<file path="src/rtl/link_parameter_loader.sv">
// Streams per-link {weight, boundary} entries into the parallel parameter buses of a link row.
// Optional entry sanitising/error flag is enabled by defining LINK_LOADER_PARAM_CHECK_EN.
module link_parameter_loader #(
  parameter int NUM_LINKS      = 8,
  parameter int MAX_WEIGHT     = 2,
  parameter int STAGE_WIDTH    = 3,
  parameter logic [STAGE_WIDTH-1:0] STAGE_PARAMETERS_LOADING = STAGE_WIDTH'(1),
  parameter int LINK_BIT_WIDTH = $clog2(MAX_WEIGHT + 1)
) (
  input  logic                               clk,
  input  logic                               reset,
  input  logic [STAGE_WIDTH-1:0]             global_stage,
  input  logic                               param_valid,
  input  logic [LINK_BIT_WIDTH-1:0]          param_weight,
  input  logic [1:0]                         param_boundary,
  output logic                               param_ready,
  output logic [NUM_LINKS*LINK_BIT_WIDTH-1:0] weight_bus,
  output logic [NUM_LINKS*2-1:0]             boundary_bus,
  output logic                               loaded,
  output logic                               param_error
);

  localparam int IDX_WIDTH = (NUM_LINKS > 2) ? $clog2(NUM_LINKS) : 1;
  localparam logic [IDX_WIDTH-1:0] LAST_IDX = IDX_WIDTH'(NUM_LINKS - 1);

  typedef enum logic [1:0] {
    IDLE = 2'd0,
    LOAD = 2'd1,
    DONE = 2'd2
  } state_t;

  state_t                    state_reg, state_next;
  logic [IDX_WIDTH-1:0]      idx_reg, idx_next;
  logic                      loaded_reg, loaded_next;
  logic                      stage_match;
  logic                      accept;
  logic                      load_entry;
  logic [LINK_BIT_WIDTH-1:0] wr_weight;
  logic [1:0]                wr_boundary;

  assign stage_match = (global_stage == STAGE_PARAMETERS_LOADING);
  // Ready depends only on the state register, never on param_valid.
  assign param_ready = (state_reg == LOAD);
  assign accept      = param_valid & param_ready;
  assign load_entry  = (state_reg == IDLE) & stage_match;
  assign loaded      = loaded_reg;

  always_ff @(posedge clk) begin
    if (reset) begin
      state_reg  <= IDLE;
      idx_reg    <= '0;
      loaded_reg <= 1'b0;
    end else begin
      state_reg  <= state_next;
      idx_reg    <= idx_next;
      loaded_reg <= loaded_next;
    end
  end

  always_comb begin
    state_next  = state_reg;
    idx_next    = idx_reg;
    loaded_next = loaded_reg;
    case (state_reg)
      IDLE: begin
        if (stage_match) begin
          state_next  = LOAD;
          idx_next    = '0;
          loaded_next = 1'b0;
        end
      end
      LOAD: begin
        if (accept) begin
          if (idx_reg == LAST_IDX) begin
            state_next  = DONE;
            loaded_next = 1'b1;
          end else begin
            idx_next = idx_reg + IDX_WIDTH'(1);
          end
        end
        // Abort wins over a coincident final beat: the load is incomplete.
        if (!stage_match) begin
          state_next  = IDLE;
          loaded_next = 1'b0;
        end
      end
      DONE: begin
        if (!stage_match) begin
          state_next = IDLE;
        end
      end
      default: begin
        state_next = IDLE;
      end
    endcase
  end

  // One register pair per link; a slot only changes on a handshake addressed to it.
  for (genvar gi = 0; gi < NUM_LINKS; gi++) begin : g_slot
    logic [LINK_BIT_WIDTH-1:0] weight_slot_reg;
    logic [1:0]                boundary_slot_reg;

    always_ff @(posedge clk) begin
      if (reset) begin
        weight_slot_reg   <= '0;
        boundary_slot_reg <= '0;
      end else if (accept && (idx_reg == IDX_WIDTH'(gi))) begin
        weight_slot_reg   <= wr_weight;
        boundary_slot_reg <= wr_boundary;
      end
    end

    assign weight_bus[gi*LINK_BIT_WIDTH +: LINK_BIT_WIDTH] = weight_slot_reg;
    assign boundary_bus[gi*2 +: 2]                         = boundary_slot_reg;
  end

`ifdef LINK_LOADER_PARAM_CHECK_EN
  localparam logic [LINK_BIT_WIDTH-1:0] MAX_WEIGHT_CODE = LINK_BIT_WIDTH'(MAX_WEIGHT);

  logic weight_over;
  logic boundary_fifo;
  logic error_reg;

  assign weight_over   = (param_weight > MAX_WEIGHT_CODE);
  assign boundary_fifo = (param_boundary == 2'd3);
  // Illegal entries are clamped to the nearest legal value rather than dropped.
  assign wr_weight     = weight_over ? MAX_WEIGHT_CODE : param_weight;
  assign wr_boundary   = boundary_fifo ? 2'd2 : param_boundary;
  assign param_error   = error_reg;

  always_ff @(posedge clk) begin
    if (reset) begin
      error_reg <= 1'b0;
    end else if (load_entry) begin
      error_reg <= 1'b0;
    end else if (accept && (weight_over || boundary_fifo)) begin
      error_reg <= 1'b1;
    end
  end
`else
  assign wr_weight   = param_weight;
  assign wr_boundary = param_boundary;
  assign param_error = 1'b0;
`endif

endmodule
</file>
<file path="config.mk">
export PLATFORM = sky130hd
export DESIGN_NAME = link_parameter_loader
export DESIGN_NICKNAME = d
export VERILOG_FILES = /design/src/rtl/link_parameter_loader.sv
export SDC_FILE = /design/constraint.sdc
export NUM_CORES = 1
export LEC_CHECK = 0
export CAP_MARGIN = 40
export CORE_MARGIN = 5
export CORE_UTILIZATION = 35
export CTS_BUF_LIST = sky130_fd_sc_hd__clkbuf_8
export CTS_CLUSTER_SIZE = 40
export DETAILED_ROUTE_END_ITERATION = 8
export PLACE_DENSITY_LB_ADDON = 0.12
export SYNTH_ARGS = -nofsm -noshare
export SYNTH_HDL_FRONTEND = slang
export SYNTH_SLANG_ARGS = --single-unit
export TNS_END_PERCENT = 10
</file>
<file path="constraint.sdc">
create_clock -name clk -period 2.8 [get_ports clk]
set_input_delay 0.56 -clock clk [delete_from_list [all_inputs] [get_ports clk]]
set_output_delay 0.56 -clock clk [all_outputs]
set_load 0.005 [all_outputs]
</file>
==> results of run 1 <==
-- worst reg2reg max path, delay by kind of cell (launching register included) --
kind / cells / cell delay, ns
AOI/OAI and AO/OA: 1 / 0.07
adders and majority gates: 2 / 0.47
DFF: 1 / 0.36
and+or+nand+nor: 2 / 0.61
-- worst min-delay path by stage --
stage / start / endpoint / slack (ns) / depth (start not counted)
2_1_floorplan: g_slot[4].boundary_slot_reg[1]$_SDFFE_PP0P_ / g_slot[4].boundary_slot_reg[1]$_SDFFE_PP0P_ / 0.46 / 2
3_3_place_gp: g_slot[4].weight_slot_reg[1]$_SDFFE_PP0P_ / g_slot[4].weight_slot_reg[1]$_SDFFE_PP0P_ / 0.46 / 2
3_5_place_dp: g_slot[5].weight_slot_reg[0]$_SDFFE_PP0P_ / g_slot[5].weight_slot_reg[0]$_SDFFE_PP0P_ / 0.47 / 2
4_1_cts: g_slot[5].weight_slot_reg[0]$_SDFFE_PP0P_ / g_slot[5].weight_slot_reg[0]$_SDFFE_PP0P_ / 0.48 / 2
5_1_grt: g_slot[1].boundary_slot_reg[1]$_SDFFE_PP0P_ / g_slot[1].boundary_slot_reg[1]$_SDFFE_PP0P_ / 0.50 / 2
6_report: g_slot[5].weight_slot_reg[0]$_SDFFE_PP0P_ / g_slot[5].weight_slot_reg[0]$_SDFFE_PP0P_ / 0.47 / 2
-- layout by cell type (no fill, tap or decap) --
cell	n
a211o_1	1
a211oi_1	1
a31oi_1	1
and2b_2	1
and4_1	2
buf_4	2
clkbuf_8	6
clkdlybuf4s50_1	43
clkinv_2	1
conb_1	1
dfxtp_1	38
ha_1	6
inv_1	7
mux2i_1	32
nand2_1	2
nand2b_1	28
nand3_1	1
nand3b_1	3
nand4_1	6
nand4b_2	1
nand4b_4	1
nand4bb_4	1
nor2_1	10
nor3_1	1
nor4b_1	1
o21ai_0	1
o32ai_1	2
or3_1	1
or3b_1	1
-- layout make-up --
type,instances,area (µm²),area share [%]
Tap cell,67,83.8,3.72
Inverter,6,22.5,0.999
Timing Repair Buffer,45,445,19.8
Sequential cell,38,761,33.7
Multi-Input combinational cell,105,851,37.7
Clock inverter,2,8.76,0.388
Clock buffer,6,82.6,3.66
-- metal layers --
metal / vias up / GRT usage (%) / share of wire [%] / wire length, µm
li1: 629 / - / - / -
met1: 572 / 14.6 / 45 / 1630
met2: 34 / 20.3 / 48 / 1720
met3: 5 / 3.95 / 5.8 / 207
met4: 0 / 4.12 / 1.1 / 41
met5: - / 0 / 0 / 0
-- power by group through the flow --
| stage | Combinational (mW) | Sequential (mW) | Clock [mW] |
|---|---|---|---|
| 2_1_floorplan | 0.0290 | 0.555 | 0 |
| 3_3_place_gp | 0.0508 | 0.556 | 0 |
| 4_1_cts | 0.0512 | 0.544 | 0.390 |
| 5_1_grt | 0.0551 | 0.544 | 0.410 |
| 6_report | 0.0507 | 0.544 | 0.377 |
| 3_5_place_dp | 0.0511 | 0.557 | 0 |
-- cells by family after synthesis --
group	count (synthesis)	share of synthesized area, %
AOI/OAI and AO/OA	6	2.66
adders and majority gates	6	4.43
buffers and inverters	14	4.87
DFF	38	44.9
muxes	32	18.9
other	1	0.221
and+or+nand+nor	60	24.0
-- stage by stage --
step | area (µm²) | cells
6_report | 2250 | 269
5_1_grt | 2250 | 269
4_1_cts | 2250 | 269
3_5_place_dp | 2160 | 261
3_3_place_gp | 2160 | 261
2_1_floorplan | 1690 | 157
==> flow_summary_export.csv, run 1 <==
group,metric,value,unit
logic_synthesis,synth_cells,157,
power_and_ir_drop,switching_power,0.209,mW
floorplan,start_util,35.9,%
logic_synthesis,yosysSeqAreaShare,44.9,%
power_and_ir_drop,p_per_area,431,nW/µm²
cts,clock_latency,0.28,ns
floorplan,die_h,79.6,µm
logic_synthesis,synth_top_cell_area_share,44.9,%
sta,finalHoldViolCount,0,
routing,wl,3590,µm
critical_path,reg2reg_to,"idx_reg[0]$_SDFFE_PP0P_",
placed_design,place_congestion,0.787,
cts,cts-root-buf,"clkbuf_8",
sta,report.final.slew_viol_count,0,
critical_path,critPathMaxStageDelay,0.66,ns
routing,viasPerCell,4.61,
power_and_ir_drop,p_int,0.762,mW
cells_and_area,utilization,47.7,%
grt,grt_pass1_vias,1298,
routing,antenna_left,0,
logic_synthesis,ys_ff_latch,38,
floorplan,core-area,4720,µm²
routing,drtIter0Drc,36,
routing,vias,1240,
critical_path,rrSetupSlack,1.23,ns
sta,setup_tns,0,ns
critical_path,critPathLaunchType,"flop",
cells_and_area,nNetsFinal,217,
cells_and_area,drive_gt1_share,6.44,%
power_and_ir_drop,switching_share,21.5,%
sta,clock_skew,0.00422,ns
sta,tightest_slew,0.536,ns
power_and_ir_drop,pwr-share-comb,5.2,%
logic_synthesis,netlist_top_cells_count,"dfxtp_1, mux2i_1, nand2b_1, nor2_1",
cts,cts_tree,"built",
routing,drtPass1Iterations,4,
run,cap_violations,0,
cells_and_area,n_fill_cell,429,
cts,cts_buffers,5,
logic_synthesis,synth_top_area_cell,"dfxtp_1",
critical_path,critPathRequiredTime,2.24,ns
cts,cts.clk_slew.worst_paths,0.07,ns
critical_path,crit_family,"buffers and inverters",
sta,fin_crit,2.33,ns
placed_design,post-dp-hpwl,2700,µm
sta,slew_headroom,64.2,%
power_and_ir_drop,power,0.971,mW
power_and_ir_drop,cellLeakagePower,0.986,nW
cts,cts_buffer_depth,2,
critical_path,cp.buffers_inverters,2,
outcome,status,"complete, no violations",
cts,ctsResizeCount,0,
critical_path,r2r_cells,5,
floorplan,io_pins,45,
critical_path,startpoint,"state_reg[0]$_SDFFE_PP0P_",
sta,rsz0062_at_grt,"false",
logic_synthesis,async_reset_ff_share,0,%
cells_and_area,antenna_cells,0,
logic_synthesis,synth_warnings,0,
logic_synthesis,synthesis.area,1690,µm²
grt,grt_antenna_before_repair,0,
logic_synthesis,synth_cell_types,30,
sta,finalSetupViolations,0,
routing,post_drt_wl_per_cell,13.4,µm
critical_path,cp_cell_sequence,"inv_1 > nor2_1 > clkdlybuf4s50_1",
critical_path,cp.arrival,1.77,ns
critical_path,worstSetupEndpoint,"param_ready",
cells_and_area,synthToLayoutAreaGrowth,33.1,%
critical_path,slowest_stage,"dfxtp_1",
critical_path,cp-end-kind,"output pin",
critical_path,critPathMaxFanout,13,
placed_design,pre_cts_slack,0.686,ns
power_and_ir_drop,irDropWorstVdd,0.000231,V
sta,setup_ws,0.471,ns
grt,grt_overflow,0,
grt,grt_max_degree,23,
critical_path,r2r-start,"idx_reg[0]$_SDFFE_PP0P_",
min_path,hp-class,"reg2reg",
grt,grt_pass1_wl,6110,µm
cts,cts_num_sinks,38,
grt,track_usage,12.2,%
power_and_ir_drop,pwr-share-clk,38.8,%
critical_path,worstSetupPathDepth,3,
cts,postCtsSetupBuffers,0,
critical_path,critPathKind,"reg2out",
routing,drc_errors,0,
sta,clock.fmax,0.429,GHz
cts,cts_max_level,2,
logic_synthesis,synth_area_leaders,"dfxtp_1, mux2i_1, nand2b_1",
logic_synthesis,syn_nets,173,
floorplan,dieArea,6330,µm²
placed_design,port_buffers,43,
logic_synthesis,synth_enable_flop_cells,0,
floorplan,num_rows,25,
sta,fin_crit_sh,83.2,%
logic_synthesis,synthFlopType,"dfxtp_1",
floorplan,die_w,79.6,µm
logic_synthesis,syn_area_per_cell,10.8,µm²
power_and_ir_drop,seqPwrFrac,56.0,%
sta,hold_ws,0.475,ns
logic_synthesis,synth.most_common_cell,"dfxtp_1",
cts,holdBufCountCts,0,
Note: power is estimated with default switching activity, not from simulation.
==> run 2: changes to the inputs <==
clock period = 2.3 ns   (was 2.8 ns; I/O delays follow)
==> flow_summary_export.csv, run 2 (same netlist as run 1, synthesis figures left out) <==
group,metric,value,unit
sta,finalSetupViolations,0,
cts,cts.clk_slew.worst_paths,0.07,ns
floorplan,die_w,79.6,µm
cells_and_area,utilization,48.9,%
grt,track_usage,12.6,%
power_and_ir_drop,cellLeakagePower,1.01,nW
floorplan,io_pins,45,
sta,finalHoldViolCount,0,
cells_and_area,fin_cells,270,
placed_design,dp_cells,262,
critical_path,startpoint,"state_reg[1]$_SDFFE_PP0P_",
sta,clock_skew,0.00671,ns
power_and_ir_drop,irDropWorstVdd,0.000290,V
floorplan,start_util,35.9,%
sta,setup_tns,0,ns
min_path,whs_path_depth,2,
floorplan,core-area,4720,µm²
cts,holdBufCountCts,0,
cts,postCtsSetupBuffers,0,
sta,rsz0062_at_grt,"false",
sta,fin_crit_sh,78.0,%
cts,cts_max_level,2,
cts,cts-root-buf,"clkbuf_8",
critical_path,rrSetupSlack,0.72,ns
critical_path,cp-end-kind,"output pin",
placed_design,post-dp-hpwl,2830,µm
critical_path,critPathRequiredTime,1.84,ns
routing,wl,3720,µm
run,cap_violations,0,
cells_and_area,multi_input_area,851,µm²
cells_and_area,mostFrequentLayoutCells,"clkdlybuf4s50_1, dfxtp_1, mux2i_1",
placed_design,place_congestion,0.717,
placed_design,dpl-instance-area,2170,µm²
critical_path,critPathMaxFanout,10,
critical_path,critPathKind,"reg2out",
cells_and_area,antenna_cells,0,
routing,antenna_left,0,
sta,fin_crit,1.79,ns
critical_path,critPathLaunchType,"flop",
power_and_ir_drop,pwr-share-comb,4.6,%
power_and_ir_drop,p_int,1.13,mW
power_and_ir_drop,pwr-share-clk,48.4,%
power_and_ir_drop,switching_share,19.9,%
grt,grt_overflow,0,
cells_and_area,nNetsFinal,218,
cells_and_area,final_area,2310,µm²
critical_path,cp.arrival,1.33,ns
routing,drtIter0Drc,40,
routing,drc_errors,0,
power_and_ir_drop,p_per_area,609,nW/µm²
cts,cts_buffers,5,
critical_path,r2r_cells,5,
routing,drtPass1Iterations,4,
routing,vias,1227,
sta,slew_headroom,65.7,%
sta,tightest_slew,0.513,ns
cts,cts_num_sinks,38,
cts,cts_tree,"built",
critical_path,reg2reg_to,"idx_reg[0]$_SDFFE_PP0P_",
grt,grt_pass1_wl,6090,µm
sta,report.final.slew_viol_count,0,
routing,viasPerCell,4.54,
cells_and_area,synthToLayoutAreaGrowth,36.3,%
cells_and_area,seqCellArea,761,µm²
cells_and_area,n_fill_cell,448,
critical_path,r2r-start,"idx_reg[0]$_SDFFE_PP0P_",
outcome,status,"complete, no violations",
min_path,hold_end,"g_slot[4].boundary_slot_reg[1]$_SDFFE_PP0P_",
placed_design,port_buffers,43,
sta,clock.fmax,0.557,GHz
power_and_ir_drop,switching_power,0.280,mW
grt,grt_pass1_vias,1260,
grt,grt_max_degree,20,
power_and_ir_drop,seqPwrFrac,47.0,%
min_path,hp-class,"reg2reg",
grt,grt_antenna_before_repair,0,
cts,clock_latency,0.29,ns
cells_and_area,drive_gt1_share,7.39,%
floorplan,die_h,79.6,µm
floorplan,dieArea,6330,µm²
cts,cts_buffer_depth,2,
cells_and_area,mostFrequentLayoutCell,"clkdlybuf4s50_1",
cts,ctsResizeCount,0,
floorplan,num_rows,25,
min_path,hp-start,"g_slot[4].boundary_slot_reg[1]$_SDFFE_PP0P_",
routing,post_drt_wl_per_cell,13.8,µm
==> run 2: power groups by stage <==
stage,combinational [mW],sequential (mW),clock [mW]
CTS,0.0652,0.660,0.697
finish,0.0645,0.660,0.680
floorplan,0.0353,0.676,0
global route,0.0700,0.661,0.730
global placement,0.0644,0.676,0
detailed placement,0.0649,0.676,0
==> run 2: worst max-delay path, cell delays in order, from the launching register on <==
cell,delay [ns]
dfxtp_1,0.40
nor2_1,0.13
clkdlybuf4s50_1,0.51
==> run 2: metrics by stage <==
| step | total power, mW | setup slack (ns) | hold WS (ns) |
|---|---|---|---|
| floorplan | 0.712 | 0.859 | 0.464 |
| global route | 1.46 | 0.408 | 0.500 |
| global placement | 0.740 | 0.329 | 0.462 |
| CTS | 1.42 | 0.499 | 0.481 |
| detailed placement | 0.741 | 0.282 | 0.468 |
| finish | 1.41 | 0.505 | 0.476 |
==> run 2: how the worst max path moves through the flow <==
stage / slack [ns] / cells past startpoint / end
floorplan: 0.86 / 5 / idx_reg[0]$_SDFFE_PP0P_
global placement: 0.33 / 4 / loaded$_SDFFE_PP0P_
detailed placement: 0.28 / 4 / loaded$_SDFFE_PP0P_
CTS: 0.50 / 2 / param_ready
global route: 0.41 / 3 / param_ready
finish: 0.51 / 2 / param_ready
==> run 2: layout make-up <==
type                            instances  area share [%]
Inverter                                6           0.976
Multi-Input combinational cell        105            36.9
Tap cell                               67            3.63
Clock buffer                            5            2.98
Timing Repair Buffer                   46            19.6
Clock inverter                          3            2.98
Sequential cell                        38            33.0
==> run 2: layer usage <==
layer	share of wire (%)	vias up	track usage [%]
met5	0	-	0
met1	45	562	14.1
met3	5.8	4	4.40
met2	48	35	22.0
li1	-	626	-
met4	0.97	0	4.12
